===== src/rtl/spi_pkg.sv =====
// Shared types and constants for the SPI byte link.
package spi_pkg;

  localparam int unsigned SPI_DATA_W = 8;

  // Mode 0: SCK idles low, data captured on the leading (rising) edge.
  localparam logic SPI_CPOL = 1'b0;
  localparam logic SPI_CPHA = 1'b0;

  typedef enum logic [2:0] {
    ST_IDLE      = 3'd0,
    ST_SETUP     = 3'd1,
    ST_SHIFT     = 3'd2,
    ST_WAIT_NEXT = 3'd3,
    ST_HOLD      = 3'd4,
    ST_GAP       = 3'd5
  } spi_state_e;

  // The half-period divider is held cleared while the master is waiting for a request.
  function automatic logic div_clear(input spi_state_e st);
    return (st == ST_IDLE) || (st == ST_WAIT_NEXT);
  endfunction

endpackage


===== src/rtl/spi_clk_div.sv =====
// Half-period tick generator: one-cycle registered pulse every DIV sys_clk cycles.
module spi_clk_div #(
  parameter int unsigned DIV = 4
) (
  input  logic sys_clk,
  input  logic sys_rst,
  input  logic clr,
  output logic tick
);

  localparam int unsigned CNT_W = $clog2(DIV);
  localparam logic [CNT_W-1:0] CNT_MAX = CNT_W'(DIV - 1);

  logic [CNT_W-1:0] cnt;

  // Count 0..DIV-1 and flag the wrap; clr restarts the phase from zero.
  always_ff @(posedge sys_clk) begin
    if (sys_rst || clr) begin
      cnt  <= '0;
      tick <= 1'b0;
    end else begin
      tick <= (cnt == CNT_MAX);
      cnt  <= (cnt == CNT_MAX) ? '0 : cnt + CNT_W'(1);
    end
  end

endmodule


===== src/rtl/spi_master_xfer.sv =====
// SPI mode-0 master: one byte per request, CS held low across bytes of a frame.
module spi_master_xfer
  import spi_pkg::*;
#(
  parameter int unsigned DIV    = 4,
  parameter int unsigned DATA_W = SPI_DATA_W
) (
  input  logic              sys_clk,
  input  logic              sys_rst,
  input  logic              start_i,
  input  logic [DATA_W-1:0] tx_data_i,
  input  logic              last_i,
  output logic              ready_o,
  output logic              busy_o,
  output logic              rx_valid_o,
  output logic [DATA_W-1:0] rx_data_o,
  output logic              sck_o,
  output logic              sdo_o,
  input  logic              sdi_i,
  output logic              csn_o
);

  localparam int unsigned BIT_W = 3;
  localparam logic [BIT_W-1:0] LAST_BIT = BIT_W'(DATA_W - 1);

  spi_state_e        state;
  logic [DATA_W-1:0] tx_sr;
  logic [DATA_W-1:0] rx_sr;
  logic              last_q;
  logic [BIT_W-1:0]  bit_cnt;
  logic              tick;
  logic              div_clr_c;
  logic              accept_c;
  logic              lead_c;

  assign div_clr_c = div_clear(state);
  assign accept_c  = start_i & ready_o;
  assign lead_c    = (sck_o == SPI_CPOL);

  spi_clk_div #(
    .DIV (DIV)
  ) u_div (
    .sys_clk (sys_clk),
    .sys_rst (sys_rst),
    .clr     (div_clr_c),
    .tick    (tick)
  );

  // Frame sequencer, shift registers and all registered SPI/handshake outputs.
  always_ff @(posedge sys_clk) begin
    if (sys_rst) begin
      state      <= ST_IDLE;
      sck_o      <= SPI_CPOL;
      csn_o      <= 1'b1;
      sdo_o      <= 1'b0;
      ready_o    <= 1'b1;
      busy_o     <= 1'b0;
      rx_valid_o <= 1'b0;
      rx_data_o  <= '0;
      tx_sr      <= '0;
      rx_sr      <= '0;
      last_q     <= 1'b0;
      bit_cnt    <= '0;
    end else begin
      rx_valid_o <= 1'b0;
      case (state)
        ST_IDLE: begin
          csn_o <= 1'b1;
          sck_o <= SPI_CPOL;
          if (accept_c) begin
            tx_sr   <= tx_data_i;
            last_q  <= last_i;
            sdo_o   <= tx_data_i[DATA_W-1];
            csn_o   <= 1'b0;
            busy_o  <= 1'b1;
            ready_o <= 1'b0;
            state   <= ST_SETUP;
          end else begin
            busy_o  <= 1'b0;
            ready_o <= 1'b1;
          end
        end

        ST_SETUP: begin
          if (tick) begin
            bit_cnt <= '0;
            state   <= ST_SHIFT;
          end
        end

        ST_SHIFT: begin
          if (tick) begin
            sck_o <= ~sck_o;
            if (lead_c ^ SPI_CPHA) begin
              rx_sr <= {rx_sr[DATA_W-2:0], sdi_i};
            end
            if (!lead_c) begin
              // Trailing edge closes a bit: either advance or finish the byte.
              if (bit_cnt == LAST_BIT) begin
                bit_cnt    <= '0;
                rx_data_o  <= rx_sr;
                rx_valid_o <= 1'b1;
                state      <= last_q ? ST_HOLD : ST_WAIT_NEXT;
              end else begin
                bit_cnt <= bit_cnt + BIT_W'(1);
                tx_sr   <= tx_sr << 1;
                sdo_o   <= tx_sr[DATA_W-2];
              end
            end
          end
        end

        ST_WAIT_NEXT: begin
          csn_o <= 1'b0;
          sck_o <= SPI_CPOL;
          if (accept_c) begin
            tx_sr   <= tx_data_i;
            last_q  <= last_i;
            sdo_o   <= tx_data_i[DATA_W-1];
            ready_o <= 1'b0;
            state   <= ST_SHIFT;
          end else begin
            ready_o <= 1'b1;
          end
        end

        ST_HOLD: begin
          if (tick) begin
            csn_o <= 1'b1;
            state <= ST_GAP;
          end
        end

        ST_GAP: begin
          if (tick) begin
            busy_o <= 1'b0;
            state  <= ST_IDLE;
          end
        end

        default: begin
          state <= ST_IDLE;
        end
      endcase
    end
  end

endmodule


===== config.mk =====
export PLATFORM = sky130hd
export DESIGN_NAME = spi_master_xfer
export DESIGN_NICKNAME = d
export VERILOG_FILES = /design/src/rtl/spi_pkg.sv /design/src/rtl/spi_clk_div.sv /design/src/rtl/spi_master_xfer.sv
export SDC_FILE = /design/constraint.sdc
export NUM_CORES = 1
export LEC_CHECK = 0
export ABC_AREA = 1
export ABC_CLOCK_PERIOD_IN_PS = 1600
export BUFFER_PORTS_ARGS = -buffer_cell sky130_fd_sc_hd__buf_2
export CAP_MARGIN = 25
export CORE_UTILIZATION = 45
export DETAILED_ROUTE_END_ITERATION = 7
export PLACE_DENSITY = 0.71
export SLEW_MARGIN = 10
export SYNTH_ARGS = -nofsm -noshare
export SYNTH_HDL_FRONTEND = slang
export SYNTH_SLANG_ARGS = --single-unit

===== constraint.sdc =====
create_clock -name sys_clk -period 1.6 [get_ports sys_clk]
set_input_delay 0.32 -clock sys_clk [delete_from_list [all_inputs] [get_ports sys_clk]]
set_output_delay 0.32 -clock sys_clk [all_outputs]
set_load 0.05 [all_outputs]

==> results.json <==
{
  "portBuffers": 26,
  "synth-edff-count": 0,
  "clk_pin_slew_ps": 70,
  "cp_num_buf_inv": 1,
  "diodes": 0,
  "reg2reg_slack_ps": 100,
  "critPathArrivalTime_ps": 1690,
  "crit_path_cell_trace": "ha_1, ha_1, inv_1, nor2_1, nor2_4, nand3_4, nor2_1, nor2_1",
  "cpPeakStageDelay_ps": 330,
  "synthTopCellsByArea": "dfxtp_1 (43%), nand2_1 (9.7%), nor2_1 (6.8%), a21oi_1 (6.6%), nand3_1 (6.6%)",
  "setup_slack_ps": 103,
  "cp_max_fo": 7,
  "core_um2": 3770,
  "drv_cap": 0,
  "drt-initial-drc-count": 105,
  "dr.pass1.iters": 4,
  "r2r_end": "tx_sr[2]$_SDFFE_PP0P_",
  "async_flop_share_pct": 0,
  "critPathLaunch": "bit_cnt[0]$_SDFFE_PP0P_",
  "fp.dieH_um": 65.6,
  "fin_nets": 301,
  "tightest_slew_ps": 351,
  "whs_path_depth": 3,
  "synth_ff_type": "dfxtp_1",
  "cts_made_buffers": 5,
  "wl_mm": 3.74,
  "h-tree-depth": 2,
  "routed_via_density": 4.97,
  "slowest_stage": "dfxtp_1",
  "yosys.area.top_type_share_pct": 42.9,
  "outcome": "complete, no violations",
  "cts_tree": "yes",
  "drc_errors": 0,
  "die-width_um": 65.6,
  "netlist_area_um2": 1820,
  "ys_seq_area_share_pct": 42.9,
  "final_area_um2": 2140,
  "required_ps": 1790,
  "post-place-ws_ps": 134,
  "max-slew-margin-rel_pct": 76.5,
  "cts_hold_buf": 0,
  "placed_area_um2": 2030,
  "grt_pass1_vias": 1432,
  "path_class": "flop to flop",
  "antenna_found_initial": 0,
  "avgSynthCellArea_um2": 7.34,
  "hold_class": "input pin to flop",
  "cts_buffer_depth": 2,
  "setup_viol": 0,
  "skew_ps": 10.4,
  "synth_most_common_cell": "nand2_1",
  "crit_top_cell": "nor2_1",
  "fin_crit_ps": 1500,
  "area.growth.synth_to_final_pct": 17.8,
  "rr_worst_depth": 8,
  "grt_max_degree": 25,
  "rsz0062_at_grt": "true",
  "ys_top_cells_by_count": "nand2_1 (47), dfxtp_1 (39), nor2_1 (33)",
  "gp_congestion": 0.917,
  "slew_viol_final": 0,
  "hpwl_mm": 2.54,
  "hold_start": "sdi_i",
  "final_antenna_net_count": 0,
  "grt_pass1_wl_mm": 6.34,
  "hold_viol_final": 0,
  "reg2reg_from": "bit_cnt[0]$_SDFFE_PP0P_",
  "worst_hold_slack_ps": 293,
  "initial_core_util_pct": 48.2,
  "yosys.cell_types.count": 27,
  "max_freq_mhz": 668,
  "end_kind": "flop",
  "syn-num-nets": 265,
  "dieArea_um2": 4300,
  "ios": 27,
  "gr-total-overflow": 0,
  "synth-warning-count": 0,
  "holdPathEnd": "rx_sr[0]$_SDFFE_PP0P_",
  "start_kind": "flop",
  "cp_top_family": "simple AND/OR/NAND/NOR gates",
  "p_per_area_nw_per_um2": 1640,
  "final_layout_size_suffix_gt1_share_pct": 22.8,
  "clk_latency_ps": 300,
  "cts_sinks": 39,
  "rows": 22,
  "routedWlPerCell_um": 11.2,
  "vias": 1656,
  "synth_seq_cells": 39,
  "p_leak_uw": 0.000959,
  "fin_crit_sh_pct": 93.6,
  "grt_use_total_pct": 19.3,
  "synth_area_leader_cell": "dfxtp_1",
  "cts-root-buf": "clkbuf_8",
  "syn-instance-count": 248,
  "peakVddDrop_v": 0.000732
}
==> report_power, final <==
part           switching [uW]  total (uW)  internal [uW]
registers                 103        1270           1160
logic                    1070        1600            526
clock network             355         653            298
==> what timing repair did <==
action,in CTS,in global routing
buffers inserted,0,0
gates resized for setup,0,3
endpoints found under the setup margin,0,3
==> worst max-delay path by stage <==
stage | endpoint | slack (ps) | depth (start not counted)
2_1_floorplan | sdo_o$_SDFFE_PP0P_ | 20 | 6
3_3_place_gp | tx_sr[1]$_SDFFE_PP0P_ | 130 | 8
3_5_place_dp | tx_sr[6]$_SDFFE_PP0P_ | 130 | 8
4_1_cts | tx_sr[2]$_SDFFE_PP0P_ | 120 | 9
5_1_grt | tx_sr[4]$_SDFFE_PP0P_ | -20 | 9
6_report | tx_sr[2]$_SDFFE_PP0P_ | 100 | 8
==> worst min-delay path: cells and delay by family <==
family,cells,cell delay [ps]
AOI/OAI and AO/OA,1,60
and+or+nand+nor,1,70
buffers and inverters,1,90
==> through the flow <==
step	std cells	power, uW	TNS, ps	utilization, %
3_3_place_gp	324	2810	0	53.9
6_report	333	3520	0	56.8
2_1_floorplan	248	2570	0	-
3_5_place_dp	324	2830	0	53.9
5_1_grt	333	3810	-31.3	56.8
4_1_cts	332	3480	0	56.2
==> kinds of logic after synthesis <==
kind of cell | count (synthesis) | share of synthesized area [%]
buffers and inverters | 36 | 8.60
adders and majority gates | 4 | 2.75
DFF | 39 | 42.9
AOI/OAI and AO/OA | 46 | 13.9
and+or+nand+nor | 123 | 31.8
==> layer usage <==
layer  share of wire [%]  GRT usage, %
met2                  44          29.4
met3                 4.7          4.86
met4                 1.2          7.88
met1                  50          25.8
met5                   0             0
==> layout by cell type (no fill, tap or decap), drive strengths merged <==
master	instances
dfxtp	39
ha	4
nor3	1
clkinv	3
inv	28
nand2	55
nand3	28
a21oi	24
nand4	4
o2111ai	1
a21boi	1
o211ai	1
clkbuf	5
o31ai	1
o21ai	18
buf	36
nor2	36
==> layout make-up <==
type	count	area, um2
repair buffers	36	205
multi-input cells	174	907
clock inverters	3	15.0
well taps	48	60.1
clock buffers	5	68.8
fillers	357	1630
inverters	28	105
flip-flops and latches	39	782
==> sequential cells by signal (all words and copies together) (netlist names) <==
name,flops
u_div.cnt,2
rx_data_o,8
busy_o,1
csn_o,1
last_q,1
sdo_o,1
tx_sr,7
u_div.tick,1
ready_o,1
rx_sr,8
bit_cnt,3
state,3
sck_o,1
rx_valid_o,1
(Power assumes the default switching activity.)
